===== src/rtl/rx_dram_writer.sv =====
// -----------------------------------------------------------------------------
// rx_dram_writer
//   Drains complete packets from the RX FIFO stage, packs their 16-bit words
//   little-endian into DATA_WIDTH-bit beats and writes the beats into a
//   circular DRAM region through an Avalon-MM write master. The whole block
//   runs in the DRAM read/write clock domain.
//
// Ports
//   DRAM_RD_clk        clock
//   rst                synchronous, active-high reset
//   wr_enable          allows a new packet to start (sampled in IDLE only)
//   Buffer_Data_Ready  RX buffer holds a complete packet
//   RX_Buffer_empty    RX buffer empty
//   Buffer_RD_Data     RX buffer read data, valid the cycle after DRAM_RD_req
//   DRAM_RD_req        RX buffer pop request
//   avm_*              Avalon-MM write master (beat addressed)
//   pkt_done           one-cycle pulse per committed packet
//   pkt_count          committed packet count, wraps modulo 2^32
//   ring_wrapped       sticky: write pointer has wrapped at least once
//   pkt_overlen        sticky: a packet was cut at MAX_PKT_WORDS
// -----------------------------------------------------------------------------
module rx_dram_writer #(
  parameter int DATA_WIDTH    = 64,
  parameter int ADDR_WIDTH    = 25,
  parameter int BASE_ADDR     = 0,
  parameter int SPAN_BEATS    = 1048576,
  parameter int MAX_PKT_WORDS = 128
) (
  input  logic                    DRAM_RD_clk,
  input  logic                    rst,
  input  logic                    wr_enable,
  input  logic                    Buffer_Data_Ready,
  input  logic                    RX_Buffer_empty,
  input  logic [15:0]             Buffer_RD_Data,
  output logic                    DRAM_RD_req,
  output logic [ADDR_WIDTH-1:0]   avm_address,
  output logic                    avm_write,
  output logic [DATA_WIDTH-1:0]   avm_writedata,
  output logic [DATA_WIDTH/8-1:0] avm_byteenable,
  input  logic                    avm_waitrequest,
  output logic                    pkt_done,
  output logic [31:0]             pkt_count,
  output logic                    ring_wrapped,
  output logic                    pkt_overlen
);

  localparam int LANES = DATA_WIDTH / 16;
  localparam int LW    = $clog2(LANES + 1);          // lane index may reach LANES (beat full)
  localparam int CW    = $clog2(MAX_PKT_WORDS + 1);  // word count may reach MAX_PKT_WORDS

  localparam logic [ADDR_WIDTH-1:0] BASE_PTR  = ADDR_WIDTH'(BASE_ADDR);
  localparam logic [ADDR_WIDTH-1:0] LAST_PTR  = ADDR_WIDTH'(BASE_ADDR + SPAN_BEATS - 1);
  localparam logic [LW-1:0]         FULL_LANE = LW'(LANES);
  localparam logic [LW-1:0]         LAST_LANE = LW'(LANES - 1);
  localparam logic [CW-1:0]         MAX_WORDS = CW'(MAX_PKT_WORDS);

  localparam logic [2:0] S_IDLE    = 3'd0;
  localparam logic [2:0] S_POP     = 3'd1;
  localparam logic [2:0] S_CAPTURE = 3'd2;
  localparam logic [2:0] S_WRITE   = 3'd3;
  localparam logic [2:0] S_DONE    = 3'd4;

  logic [2:0]              state_q,        state_d;
  logic [ADDR_WIDTH-1:0]   ptr_q,          ptr_d;
  logic [LW-1:0]           lane_idx_q,     lane_idx_d;
  logic [CW-1:0]           word_cnt_q,     word_cnt_d;
  logic [DATA_WIDTH-1:0]   data_q,         data_d;
  logic [DATA_WIDTH/8-1:0] be_q,           be_d;
  logic [31:0]             pkt_count_q,    pkt_count_d;
  logic                    ring_wrapped_q, ring_wrapped_d;
  logic                    pkt_overlen_q,  pkt_overlen_d;

  // NOTE: every signal gets its default at the top of the block so that no
  // path leaves a value unassigned; this is what keeps latches from inferring.
  always_comb begin
    state_d        = state_q;
    ptr_d          = ptr_q;
    lane_idx_d     = lane_idx_q;
    word_cnt_d     = word_cnt_q;
    data_d         = data_q;
    be_d           = be_q;
    pkt_count_d    = pkt_count_q;
    ring_wrapped_d = ring_wrapped_q;
    pkt_overlen_d  = pkt_overlen_q;

    case (state_q)
      S_IDLE: begin
        if (wr_enable && Buffer_Data_Ready && !RX_Buffer_empty) state_d = S_POP;
      end

      S_POP: state_d = S_CAPTURE;

      S_CAPTURE: begin
        for (int i = 0; i < LANES; i++) begin
          if (lane_idx_q == LW'(i)) begin
            data_d[i*16 +: 16] = Buffer_RD_Data;
            be_d[i*2 +: 2]     = 2'b11;
          end
        end
        lane_idx_d = lane_idx_q + LW'(1);
        word_cnt_d = word_cnt_q + CW'(1);
        // Empty here reflects the buffer after the pop just taken.
        if (lane_idx_q == LAST_LANE || RX_Buffer_empty || word_cnt_d == MAX_WORDS)
          state_d = S_WRITE;
        else
          state_d = S_POP;
      end

      S_WRITE: begin
        if (!avm_waitrequest) begin
          if (ptr_q == LAST_PTR) begin
            ptr_d          = BASE_PTR;
            ring_wrapped_d = 1'b1;
          end else begin
            ptr_d = ptr_q + ADDR_WIDTH'(1);
          end
          data_d     = '0;
          be_d       = '0;
          lane_idx_d = '0;
          // Only a full beat can be followed by more words of the same packet.
          if (lane_idx_q == FULL_LANE && !RX_Buffer_empty && word_cnt_q < MAX_WORDS)
            state_d = S_POP;
          else
            state_d = S_DONE;
        end
      end

      S_DONE: begin
        pkt_count_d = pkt_count_q + 32'd1;
        word_cnt_d  = '0;
        // Words left behind after a length cut start the next packet.
        if (word_cnt_q == MAX_WORDS && !RX_Buffer_empty) pkt_overlen_d = 1'b1;
        state_d = S_IDLE;
      end

      default: state_d = S_IDLE;
    endcase
  end

  // NOTE: state registers use non-blocking assignments so every flop samples
  // the pre-edge value of every other flop, independent of block ordering.
  always_ff @(posedge DRAM_RD_clk) begin
    if (rst) begin
      state_q        <= S_IDLE;
      ptr_q          <= BASE_PTR;
      lane_idx_q     <= '0;
      word_cnt_q     <= '0;
      data_q         <= '0;
      be_q           <= '0;
      pkt_count_q    <= '0;
      ring_wrapped_q <= 1'b0;
      pkt_overlen_q  <= 1'b0;
    end else begin
      state_q        <= state_d;
      ptr_q          <= ptr_d;
      lane_idx_q     <= lane_idx_d;
      word_cnt_q     <= word_cnt_d;
      data_q         <= data_d;
      be_q           <= be_d;
      pkt_count_q    <= pkt_count_d;
      ring_wrapped_q <= ring_wrapped_d;
      pkt_overlen_q  <= pkt_overlen_d;
    end
  end

  assign DRAM_RD_req    = (state_q == S_POP);
  assign avm_write      = (state_q == S_WRITE);
  assign pkt_done       = (state_q == S_DONE);
  assign avm_address    = ptr_q;
  assign avm_writedata  = data_q;
  assign avm_byteenable = be_q;
  assign pkt_count      = pkt_count_q;
  assign ring_wrapped   = ring_wrapped_q;
  assign pkt_overlen    = pkt_overlen_q;

endmodule


===== config.mk =====
export PLATFORM = sky130hd
export DESIGN_NAME = rx_dram_writer
export DESIGN_NICKNAME = d
export VERILOG_FILES = /design/src/rtl/rx_dram_writer.sv
export SDC_FILE = /design/constraint.sdc
export NUM_CORES = 1
export LEC_CHECK = 0
export ABC_AREA = 1
export ABC_CLOCK_PERIOD_IN_PS = 4100
export BUFFER_PORTS_ARGS = -buffer_cell sky130_fd_sc_hd__buf_4
export CAP_MARGIN = 40
export CORE_ASPECT_RATIO = 0.7
export CORE_MARGIN = 1
export CORE_UTILIZATION = 40
export CTS_CLUSTER_SIZE = 24
export DETAILED_ROUTE_END_ITERATION = 6
export PLACE_DENSITY = 0.64
export SETUP_SLACK_MARGIN = 0.05
export SYNTH_ARGS = -nofsm -noshare
export SYNTH_HDL_FRONTEND = slang
export SYNTH_SLANG_ARGS = --single-unit

===== constraint.sdc =====
create_clock -name DRAM_RD_clk -period 4.1 [get_ports DRAM_RD_clk]
set_clock_uncertainty 0.2 [all_clocks]
set_input_delay 0.205 -clock DRAM_RD_clk [delete_from_list [all_inputs] [get_ports DRAM_RD_clk]]
set_output_delay 0.205 -clock DRAM_RD_clk [all_outputs]
set_load 0.02 [all_outputs]

## Word level (Yosys, flattened, before mapping)

Cells that the tools add are included.

- Register bits after elaboration: 145
- Output and inout bits: 134

- Add/subtract/negate cells: 4
- $lt $le $gt $ge: 1
- Equal/unequal tests: 17
- Multiplexer cells: 21
- Bitwise logic cells: 1
- Reductions and logical operators: 21

Operators by type and width:

| cell | number |
|---|---|
| $pmux W64 S2 | 1 |
| $mux W16 | 4 |
| $mux W64 | 1 |
| $add A32 B1 Y32 const B | 1 |
| $pmux W8 S2 | 2 |
| $add A25 B1 Y25 const B | 1 |
| $eq A25 B20 Y1 const B | 1 |
| $mux W25 | 1 |
| $eq A8 B8 Y1 const B | 2 |
| $reduce_and A3 Y1 | 5 |
| $eq A3 B2 Y1 const B | 4 |
| $mux W3 | 4 |
| $ne A2 B2 Y1 const B | 6 |
| $pmux W3 S4 | 1 |
| $mux W2 | 5 |
| $add A8 B1 Y8 const B | 1 |
| $lt A8 B8 Y1 const B | 1 |
| $mux W8 | 1 |
| $reduce_and A2 Y1 | 4 |
| $eq A3 B1 Y1 const B | 2 |
| $eq A3 B3 Y1 const B | 2 |
| $logic_not A3 Y1 | 2 |
| $pmux W3 S2 | 1 |
| $logic_and A1 B1 Y1 | 5 |
| other kinds (5) | 7 |

## Longest topological paths before layout

Gate-level depths: netlist of run 1.

- Word-level depth: 6
- Depth in mapped cells: 11

## Least setup slack after synthesis of run 1

No wires, ideal clock.

- Kind: register -> register
- Start point: register ptr_q[1], in the netlist avm_address[1]
- End point: register ptr_q[22], in the netlist avm_address[22]
- Library setup time: 0.113 ns
- Arrival time: 1.584 ns
- Required time: 3.787 ns
- Setup slack: 2.203 ns
- Cell stages (with the launch flop): 11
- Clock period less this slack: 1.897 ns
- Path through: dfxtp_1 -> ha_1 -> nand3_1 -> nor2_1 -> nand2_2 -> nor2_4 -> nand3_2 -> nand2_4 -> inv_2 -> nand2_1 -> nor2_1

- Cells in the longest elaborated chain, start to end: 2
- Elaborated cells between the ends (all ways): 3
- Those cells by class: add/sub: 1; eq/ne: 1; mux: 1

Ends and longest elaborated chain:

| what | line | text |
|---|---|---|
| start: declaration | 64 | `logic [ADDR_WIDTH-1:0] ptr_q, ptr_d;` |
| start signal: assignment | 155 | `ptr_q <= ptr_d;` |
| $add A25 B1 Y25 / $eq A25 B20 Y1 (equally long branches) | 115, 111 |  |
| $mux W25 * | 111 | `if (ptr_q == LAST_PTR) begin` |

Mark *: on every way between the ends. The rest lies on a longest branch, timed or not.
A chain may end at the register's enable or synchronous reset.

## Worst setup path after layout of run 1

- Start point: register state_q[2]
- End point: register data_q[23], in the netlist avm_writedata[23]

- Cells in the longest elaborated chain, start to end: 3
- Elaborated cells between the ends (all ways): 7
- Those cells by class: eq/ne: 4; mux: 1; reduce/logical: 2

Ends and longest elaborated chain:

| what | line | text |
|---|---|---|
| start: declaration | 63 | `logic [2:0] state_q, state_d;` |
| start signal: assignment | 154 | `state_q <= state_d;` |
| $eq A3 B2 Y1 | 86 | `case (state_q)` |
| $ne A2 B2 Y1 (no line) / $reduce_bool A2 Y1 (equally long branches) | -- |  |
| $reduce_and A3 Y1 (no line) | -- |  |
| end signal: assignment | 158 | `data_q <= data_d;` |
| end: declaration | 67 | `logic [DATA_WIDTH-1:0] data_q, data_d;` |

Parallel ways exist; a longest one is shown, timed or not.

==> results_dict.tcl, run 1 <==
set metrics [dict create \
    synth_area_um2 6684 \
    cts_sinks 141 \
    synth_top_area_share 0.4223 \
    overflow 0 \
    power_frac_seq 0.446 \
    avgSynthCellArea_um2 6.862 \
    firstDrtPassIters 5 \
    power.switching_uw 818.8 \
    max_slew_margin 0.4694 \
    clk_pin_slew_ns 0.07 \
    ys_seq_area_frac 0.4223 \
    final_nets 1155 \
    critPathLaunchType "flop" \
    core_um2 16350 \
    fp-row-count 39 \
    ys_top_cells_by_area "dfxtp_1 (42%), nand2_1 (16%), nor2_1 (8.0%), a21oi_1 (7.4%), inv_1 (4.7%)" \
    power_density_nw_per_um2 364.3 \
    synth-async-reset-ratio 0 \
    synth_edf_count 0 \
    finalSetupViolCount 0 \
    utilization 0.5279 \
    maxCapViolations 0 \
    h-tree-depth 4 \
    crit_type "flop to flop" \
    status "completed" \
    grt_pass1_wl_um 29310 \
    fin_total_pwr_mw 3.143 \
    insertion_delay_ns 0.42 \
    min_period_over_period 0.6427 \
    synth-main-ff-cell "dfxtp_1" \
    fin_tns_setup_ns 0 \
    hold_path_class "input port to flop" \
    ys_types 38 \
    fin_area_um2 8630 \
    grt_antenna_before_repair 0 \
    cts_setup_buffers 0 \
    drc_errors 0 \
    critPathArrivalTime_ns 2.76 \
    die_w_um 156.5 \
    power.share.clock 0.493 \
    irDropWorstVdd_v 0.0002339 \
    r2r_slack_ns 1.46 \
    clock-root-buffer "clkbuf_16" \
    slew_viol_final 0 \
    r2r_end "avm_writedata[23]" \
    die_area_um2 17240 \
    synth-seq-cells 141 \
    start_util 0.4089 \
    hold_end "avm_writedata[20]" \
    drive_gt1_frac 0.1972 \
    place_inst 1318 \
    grt_max_degree 76 \
    worst-path-max-fanout 12 \
    cts_tree "built" \
    wire_per_inst_um 13.94 \
    fin_crit_ns 2.635 \
    grt_setup_unrepaired "no" \
    worstHoldStart "Buffer_RD_Data[4]" \
    grt_usage 0.2208 \
    end_kind "flop" \
    synthCells 974 \
    internal_power_mw 2.325 \
    ios 156 \
    crit-reg2reg-launch "state_q[2]" \
    hold_viol 0 \
    crit_required_ns 4.22 \
    drt_iter0_drc 543 \
    detail-route-antenna-nets 0 \
    synth_area_leader_cell "dfxtp_1" \
    area_growth_pct 29.11 \
    first_global_vias 5594 \
    fmax_mhz 379.5 \
    rr_worst_depth 9 \
    dp.final_hpwl_um 13490 \
    fin_cells 1361 \
    syn_nets 1006 \
    yosys_warnings 0 \
    hold_slack_ns 0.03305 \
    worstHoldPathCells 5 \
    tightest_slew_ns 0.7959 \
    switching_share 0.2605 \
    vias_per_cell 4.845 \
    place_area_um2 7931 \
    n_antenna_cell 0 \
    route.vias.total 6594 \
    port_buffers 155 \
    wl_um 18970 \
    dp_slack_ns 1.583 \
    die_h_um 110.2 \
    cts_max_path_buffers 2 \
    final.setup.worst_slack_ns 1.465 \
    numCtsBuffers 17 \
    cellLeakagePower_nw 3.559 \
    gp_congestion 0.8573 \
    combinationalPowerShare 0.061 \
]
[worst max-delay path, cell delays in order (launching register included)]
cell and delay (ns):
dfxtp_1 0.36, inv_2 0.09, nand2_1 0.07, nor2_2 0.47, inv_4 0.12, nor2_2 0.42, nor2_1 0.32, inv_2 0.23
nor2_1 0.06, a211oi_1 0.18
[metal layers]
| layer | routed length [um] | track usage | vias up |
|---|---|---|---|
| li1 | - | - | 3414 |
| met3 | 1351 | 0.05278 | 15 |
| met2 | 7490 | 0.2940 | 216 |
| met5 | 0 | 0 | - |
| met4 | 191 | 0.06162 | 0 |
| met1 | 9932 | 0.3422 | 2949 |
[cell families (layout without fill, tap and decap cells)]
group / after synthesis / in the layout / synth area share
xor+xnor: 9 / 9 / 0.01179
compound gates: 145 / 145 / 0.1144
buf+inv: 130 / 292 / 0.08386
fa+ha+maj: 10 / 10 / 0.01872
simple gates: 539 / 539 / 0.3489
flops: 141 / 141 / 0.4223
[worst max-delay path by stage]
| stage | start | end | slack [ns] |
|---|---|---|---|
| floorplan | avm_address[1] | avm_address[22] | 2.20 |
| global placement | state_q[2] | avm_writedata[23] | 1.69 |
| detailed placement | state_q[2] | avm_writedata[27] | 1.58 |
| CTS | state_q[2] | avm_writedata[23] | 1.50 |
| global route | state_q[2] | avm_writedata[23] | 1.28 |
| finish | state_q[2] | avm_writedata[23] | 1.46 |
[placed cells by master (no fill, tap or decap), types with 3 or more instances in the layout]
cell type and n:
inv_8 4, buf_4 157, or2_2 3, inv_1 84, ha_1 10, dlygate4sd3_1 11, a211oi_1 10, nand4_1 13
nor2_4 6, nand2_2 6, nand3b_1 9, nand3_1 45, nand3_2 3, nor3_1 10, o22ai_1 3, xnor2_1 5
nand2_1 287, xor2_1 4, nor2_1 142, dfxtp_1 141, clkbuf_16 17, inv_6 8, inv_2 6, o21ai_0 28
nor2_2 4, a21oi_1 99
[cells in the mapped netlist, drive strengths merged, types with 4 or more instances]
master / number
nand3b: 9
nand3: 49
nor2: 152
inv: 91
buf: 22
xor2: 4
nand2: 295
a211oi: 10
dfxtp: 141
o21ai: 28
ha: 10
a21oi: 99
nor3: 12
clkbuf: 16
xnor2: 5
nand4: 14
[registers in the layout, summed over array words and instances (netlist names)]
signal          flops
avm_address        25
state_q             3
avm_writedata      64
ring_wrapped        1
lane_idx_q          3
pkt_overlen         1
avm_byteenable      4
pkt_count          32
word_cnt_q          8
[power by group through the flow]
| stage | combinational (mW) | clock [mW] | sequential, mW |
|---|---|---|---|
| after floorplan | 0.0963 | 0 | 1.45 |
| after global placement | 0.179 | 0 | 1.43 |
| after detailed placement | 0.179 | 0 | 1.43 |
| after CTS | 0.190 | 1.59 | 1.40 |
| after global routing | 0.208 | 1.63 | 1.40 |
| final | 0.191 | 1.55 | 1.40 |
[area by class of cell]
type,count,area (um^2)
fill,1588,7717
timing repair buffer,168,1289
tap,225,281.5
multi-input combinational,703,3301
sequential,141,2823
clock inverter,15,162.7
clock buffer,17,425.4
inverter,92,347.8
[timing repair]
| action | 4_1_cts | 5_1_grt |
|---|---|---|
| setup endpoints to repair | 0 | 0 |
| endpoints found under the hold margin | 47 | 0 |
| resized for setup | 0 | 0 |
| hold buffers | 11 | 0 |
Power figures use the tool's default switching activity.
==> run 2, diff against run 1 <==
- ABC_CLOCK_PERIOD_IN_PS: 4100 -> 2530
- clock period: 4.1 -> 2.53 ns (I/O delays scaled with it)
==> results_dict.tcl, run 2 (same netlist as run 1, synthesis figures left out) <==
set metrics [dict create \
    status "completed" \
    core_um2 16350 \
    vias_per_cell 4.893 \
    clk_pin_slew_ns 0.06 \
    start_util 0.4089 \
    slew_viol_final 0 \
    path_cells "nor2_2 > nand2_1 > a31oi_1 > dlygate4sd3_1 > a211oi_1 > dlygate4sd3_1" \
    crit_type "flop to flop" \
    first_global_vias 5747 \
    die_w_um 156.5 \
    max_slew_margin 0.5505 \
    hold_path_class "input port to flop" \
    power_density_nw_per_um2 584.1 \
    numCtsBuffers 17 \
    crit_required_ns 2.65 \
    drt_iter0_drc 444 \
    tightest_slew_ns 0.6701 \
    cts_max_path_buffers 2 \
    cts_tree "built" \
    grt_max_degree 101 \
    irDropWorstVdd_v 0.0004010 \
    finalSetupViolCount 0 \
    firstDrtPassIters 5 \
    critPathArrivalTime_ns 2.36 \
    clock-root-buffer "clkbuf_16" \
    grt_antenna_before_repair 0 \
    area_growth_pct 31.75 \
    drc_errors 0 \
    h-tree-depth 4 \
    grt_usage 0.2222 \
    min_period_over_period 0.8863 \
    overflow 0 \
    insertion_delay_ns 0.43 \
    die_area_um2 17240 \
    grt_setup_unrepaired "no" \
    hold_viol 0 \
    final_common_cell "nand2_1" \
    crit_top_cell "dlygate4sd3_1" \
    final_cell_mix "nand2_1 (287), buf_4 (164), nor2_1 (141), dfxtp_1 (141), a21oi_1 (99)" \
    slowest_stage "dlygate4sd3_1" \
    worst-path-max-fanout 5 \
    drive_gt1_frac 0.2019 \
    fin_area_um2 8806 \
    gp_congestion 0.8963 \
    n_antenna_cell 0 \
    end_kind "flop" \
    wl_um 18990 \
    ios 156 \
    cp_slowest_stage_delay_ns 0.57 \
    final_nets 1173 \
    dp.final_hpwl_um 13580 \
    critPathLaunchType "flop" \
    fmax_mhz 446.0 \
    cellLeakagePower_nw 3.642 \
    maxCapViolations 0 \
    die_h_um 110.2 \
    port_buffers 155 \
    fin_crit_ns 2.242 \
    largest_reg_flops 64 \
    fin_tns_setup_ns 0 \
    grt_pass1_wl_um 29630 \
    detail-route-antenna-nets 0 \
    route.vias.total 6748 \
    place_area_um2 8004 \
    wire_per_inst_um 13.77 \
    fp-row-count 39 \
    cts_sinks 141 \
]
## run 2: what timing repair did
| item | in CTS | in global routing |
|---|---|---|
| setup buffers | 0 | 0 |
| hold buffers | 21 | 0 |
| endpoints found under the hold margin | 69 | 0 |
| setup endpoints to repair | 0 | 4 |
| gates resized for setup | 0 | 1 |
## run 2: path summary, 6_finish.rpt
check | startpoint | to | slack, ns | cells after the start
hold / removal | rst | pkt_overlen | 0.02 | 3
setup / recovery | state_q[0] | state_q[0] | 0.29 | 6
setup reg to reg | state_q[0] | state_q[0] | 0.29 | 6
hold reg to reg | avm_writedata[24] | avm_writedata[24] | 0.26 | 2
## run 2: metrics by stage
step	setup WS (ns)	utilization	instances	total power, mW	hold WS, ns
2_1_floorplan	0.6332	-	974	2.501	0.08847
3_3_place_gp	0.3479	0.4896	1326	2.620	0.2229
3_5_place_dp	0.2599	0.4896	1326	2.621	0.2304
4_1_cts	0.2460	0.5385	1379	5.187	0.03089
5_1_grt	0.1495	0.5387	1379	5.327	0.04564
6_report	0.2878	0.5387	1379	5.144	0.02087
## run 2: metal layers
layer | routed length (um) | track usage | vias to the layer above
met1 | 9871 | 0.3339 | 3069
met4 | 195 | 0.06443 | 0
met5 | 0 | 0 | -
met2 | 7599 | 0.2978 | 203
li1 | - | - | 3458
met3 | 1327 | 0.06607 | 18
## run 2: power by group
| group | switching, mW | internal (mW) |
|---|---|---|
| Sequential | 0.0238 | 2.25 |
| Combinational | 0.203 | 0.128 |
| Clock | 1.13 | 1.41 |
| Total | 1.36 | 3.79 |
## run 2: area by class of cell
| type | instances | area [um^2] |
|---|---|---|
| multi-input cells | 703 | 3303 |
| flip-flops and latches | 141 | 2823 |
| clock buffers | 17 | 425.4 |
| inverters | 92 | 347.8 |
| clock inverters | 15 | 163.9 |
| well taps | 225 | 281.5 |
| repair buffers | 186 | 1461 |
| fillers | 1616 | 7541 |
## run 2: worst max-delay path, delay by kind of cell, from the launching register on
family / cells / cell delay, ns
AOI/OAI and AO/OA: 2 / 0.17
buffers and inverters: 2 / 1.13
DFF: 1 / 0.37
and+or+nand+nor: 2 / 0.27
==> run 3, diff against run 2 <==
- SETUP_SLACK_MARGIN: 0.05 -> 0.4
==> results_dict.tcl, run 3 (same netlist as run 1, synthesis figures left out) <==
set metrics [dict create \
    finalSetupViolCount 0 \
    insertion_delay_ns 0.43 \
    hold_viol 0 \
    gp_congestion 0.8963 \
    power_density_nw_per_um2 580.4 \
    slew_viol_final 0 \
    vias_per_cell 4.884 \
    worst-path-max-fanout 10 \
    final_cell_mix "nand2_1 (287), buf_4 (170), nor2_1 (140), dfxtp_1 (140), a21oi_1 (99)" \
    final_nets 1179 \
    cts_tree "built" \
    end_kind "flop" \
    place_area_um2 8004 \
    fillers 1613 \
    cts_max_path_buffers 2 \
    crit-reg2reg-launch "avm_address[1]" \
    min_period_over_period 0.7851 \
    grt_pass1_wl_um 29630 \
    clk_pin_slew_ns 0.07 \
    wl_um 19040 \
    dp.final_hpwl_um 13580 \
    detail-route-antenna-nets 0 \
    port_buffers 155 \
    final_common_cell "nand2_1" \
    maxCapViolations 0 \
    switching_share 0.2640 \
    first_global_vias 5747 \
    max_slew_margin 0.5462 \
    largest_reg_flops 64 \
    grt_setup_unrepaired "no" \
    clock-root-buffer "clkbuf_16" \
    tightest_slew_ns 0.6765 \
    die_area_um2 17240 \
    die_h_um 110.2 \
    numCtsBuffers 17 \
    crit_type "flop to flop" \
    fin_area_um2 8877 \
    status "completed" \
    power_frac_seq 0.441 \
    internal_power_mw 3.792 \
    fin_tns_setup_ns 0 \
    critPathArrivalTime_ns 2.12 \
    power.switching_mw 1.360 \
    grt_max_degree 101 \
    fp-row-count 39 \
    startpoint "avm_address[1]" \
    die_w_um 156.5 \
    firstDrtPassIters 5 \
    combinationalPowerShare 0.066 \
    drc_errors 0 \
    core_um2 16350 \
    drive_gt1_frac 0.2103 \
    wire_per_inst_um 13.74 \
    critPathLaunchType "flop" \
    hold_path_class "input port to flop" \
    crit_required_ns 2.66 \
    area_growth_pct 32.82 \
    route.vias.total 6764 \
    grt_usage 0.2222 \
    irDropWorstVdd_v 0.0004040 \
    n_antenna_cell 0 \
    ff_latch_area_um2 2824 \
    overflow 0 \
    h-tree-depth 4 \
    grt_antenna_before_repair 0 \
    cellLeakagePower_nw 3.666 \
    ios 156 \
    fin_crit_ns 1.986 \
    worstHoldStart "rst" \
    drt_iter0_drc 407 \
    start_util 0.4089 \
    cts_sinks 141 \
    multi_input_area_um2 3323 \
    fmax_mhz 503.4 \
    power.share.clock 0.493 \
]
==> run 3: final cells by class <==
type,count,area share
clock inverter,15,0.01846
multi-input combinational,703,0.3743
timing repair buffer,192,0.1698
clock buffer,17,0.04792
tap,225,0.03171
sequential,141,0.3181
inverter,92,0.03961
==> run 3: worst paths after layout <==
path	to	slack (ns)	cells after the start
worst max-delay path	avm_address[23]	0.54	10
worst min register to register	avm_writedata[24]	0.26	2
worst max register to register	avm_address[23]	0.54	10
worst min-delay path	pkt_overlen	0.02	3
==> run 3: repair_timing <==
item,4_1_cts,5_1_grt
setup buffers,0,7
pin swaps,0,1
gates cloned,0,0
endpoints found under the hold margin,68,0
hold buffers,20,0
setup endpoints to repair,6,45
gates resized for setup,1,8
==> run 3: stage by stage <==
stage	hold slack [ns]	util	power, mW	cells	setup WS, ns
after CTS	0.03089	0.5381	5.185	1378	0.4099
after floorplan	0.08847	-	2.501	974	0.6332
after global placement	0.2229	0.4896	2.620	1326	0.3479
after detailed placement	0.2304	0.4896	2.621	1326	0.2599
after global routing	0.04564	0.5431	5.337	1385	0.3849
final	0.02267	0.5431	5.153	1385	0.5437
==> run 3: power groups by stage <==
stage | combinational [mW] | sequential (mW) | clock (mW)
detailed placement | 0.299 | 2.32 | 0
CTS | 0.328 | 2.27 | 2.58
floorplan | 0.156 | 2.34 | 0
global route | 0.371 | 2.28 | 2.69
global placement | 0.298 | 2.32 | 0
finish | 0.340 | 2.27 | 2.54
==> run 3: worst max-delay path, stage by stage (launching register included) <==
cell and delay (ns):
dfxtp_1 0.41, ha_2 0.26, nand3_1 0.10, nor2_2 0.17
nand2_2 0.12, nor2_4 0.15, nand3_2 0.12, nand2_4 0.15
inv_2 0.10, nand2_1 0.08, nor2_1 0.04
==> run 3: layer usage <==
layer  part of all wire  global-route usage  vias up
li1                   -                   -     3476
met4              0.011             0.06443        0
met3              0.068             0.06607       20
met1               0.53              0.3339     3069
met5                  0                   0        -
met2               0.39              0.2978      199
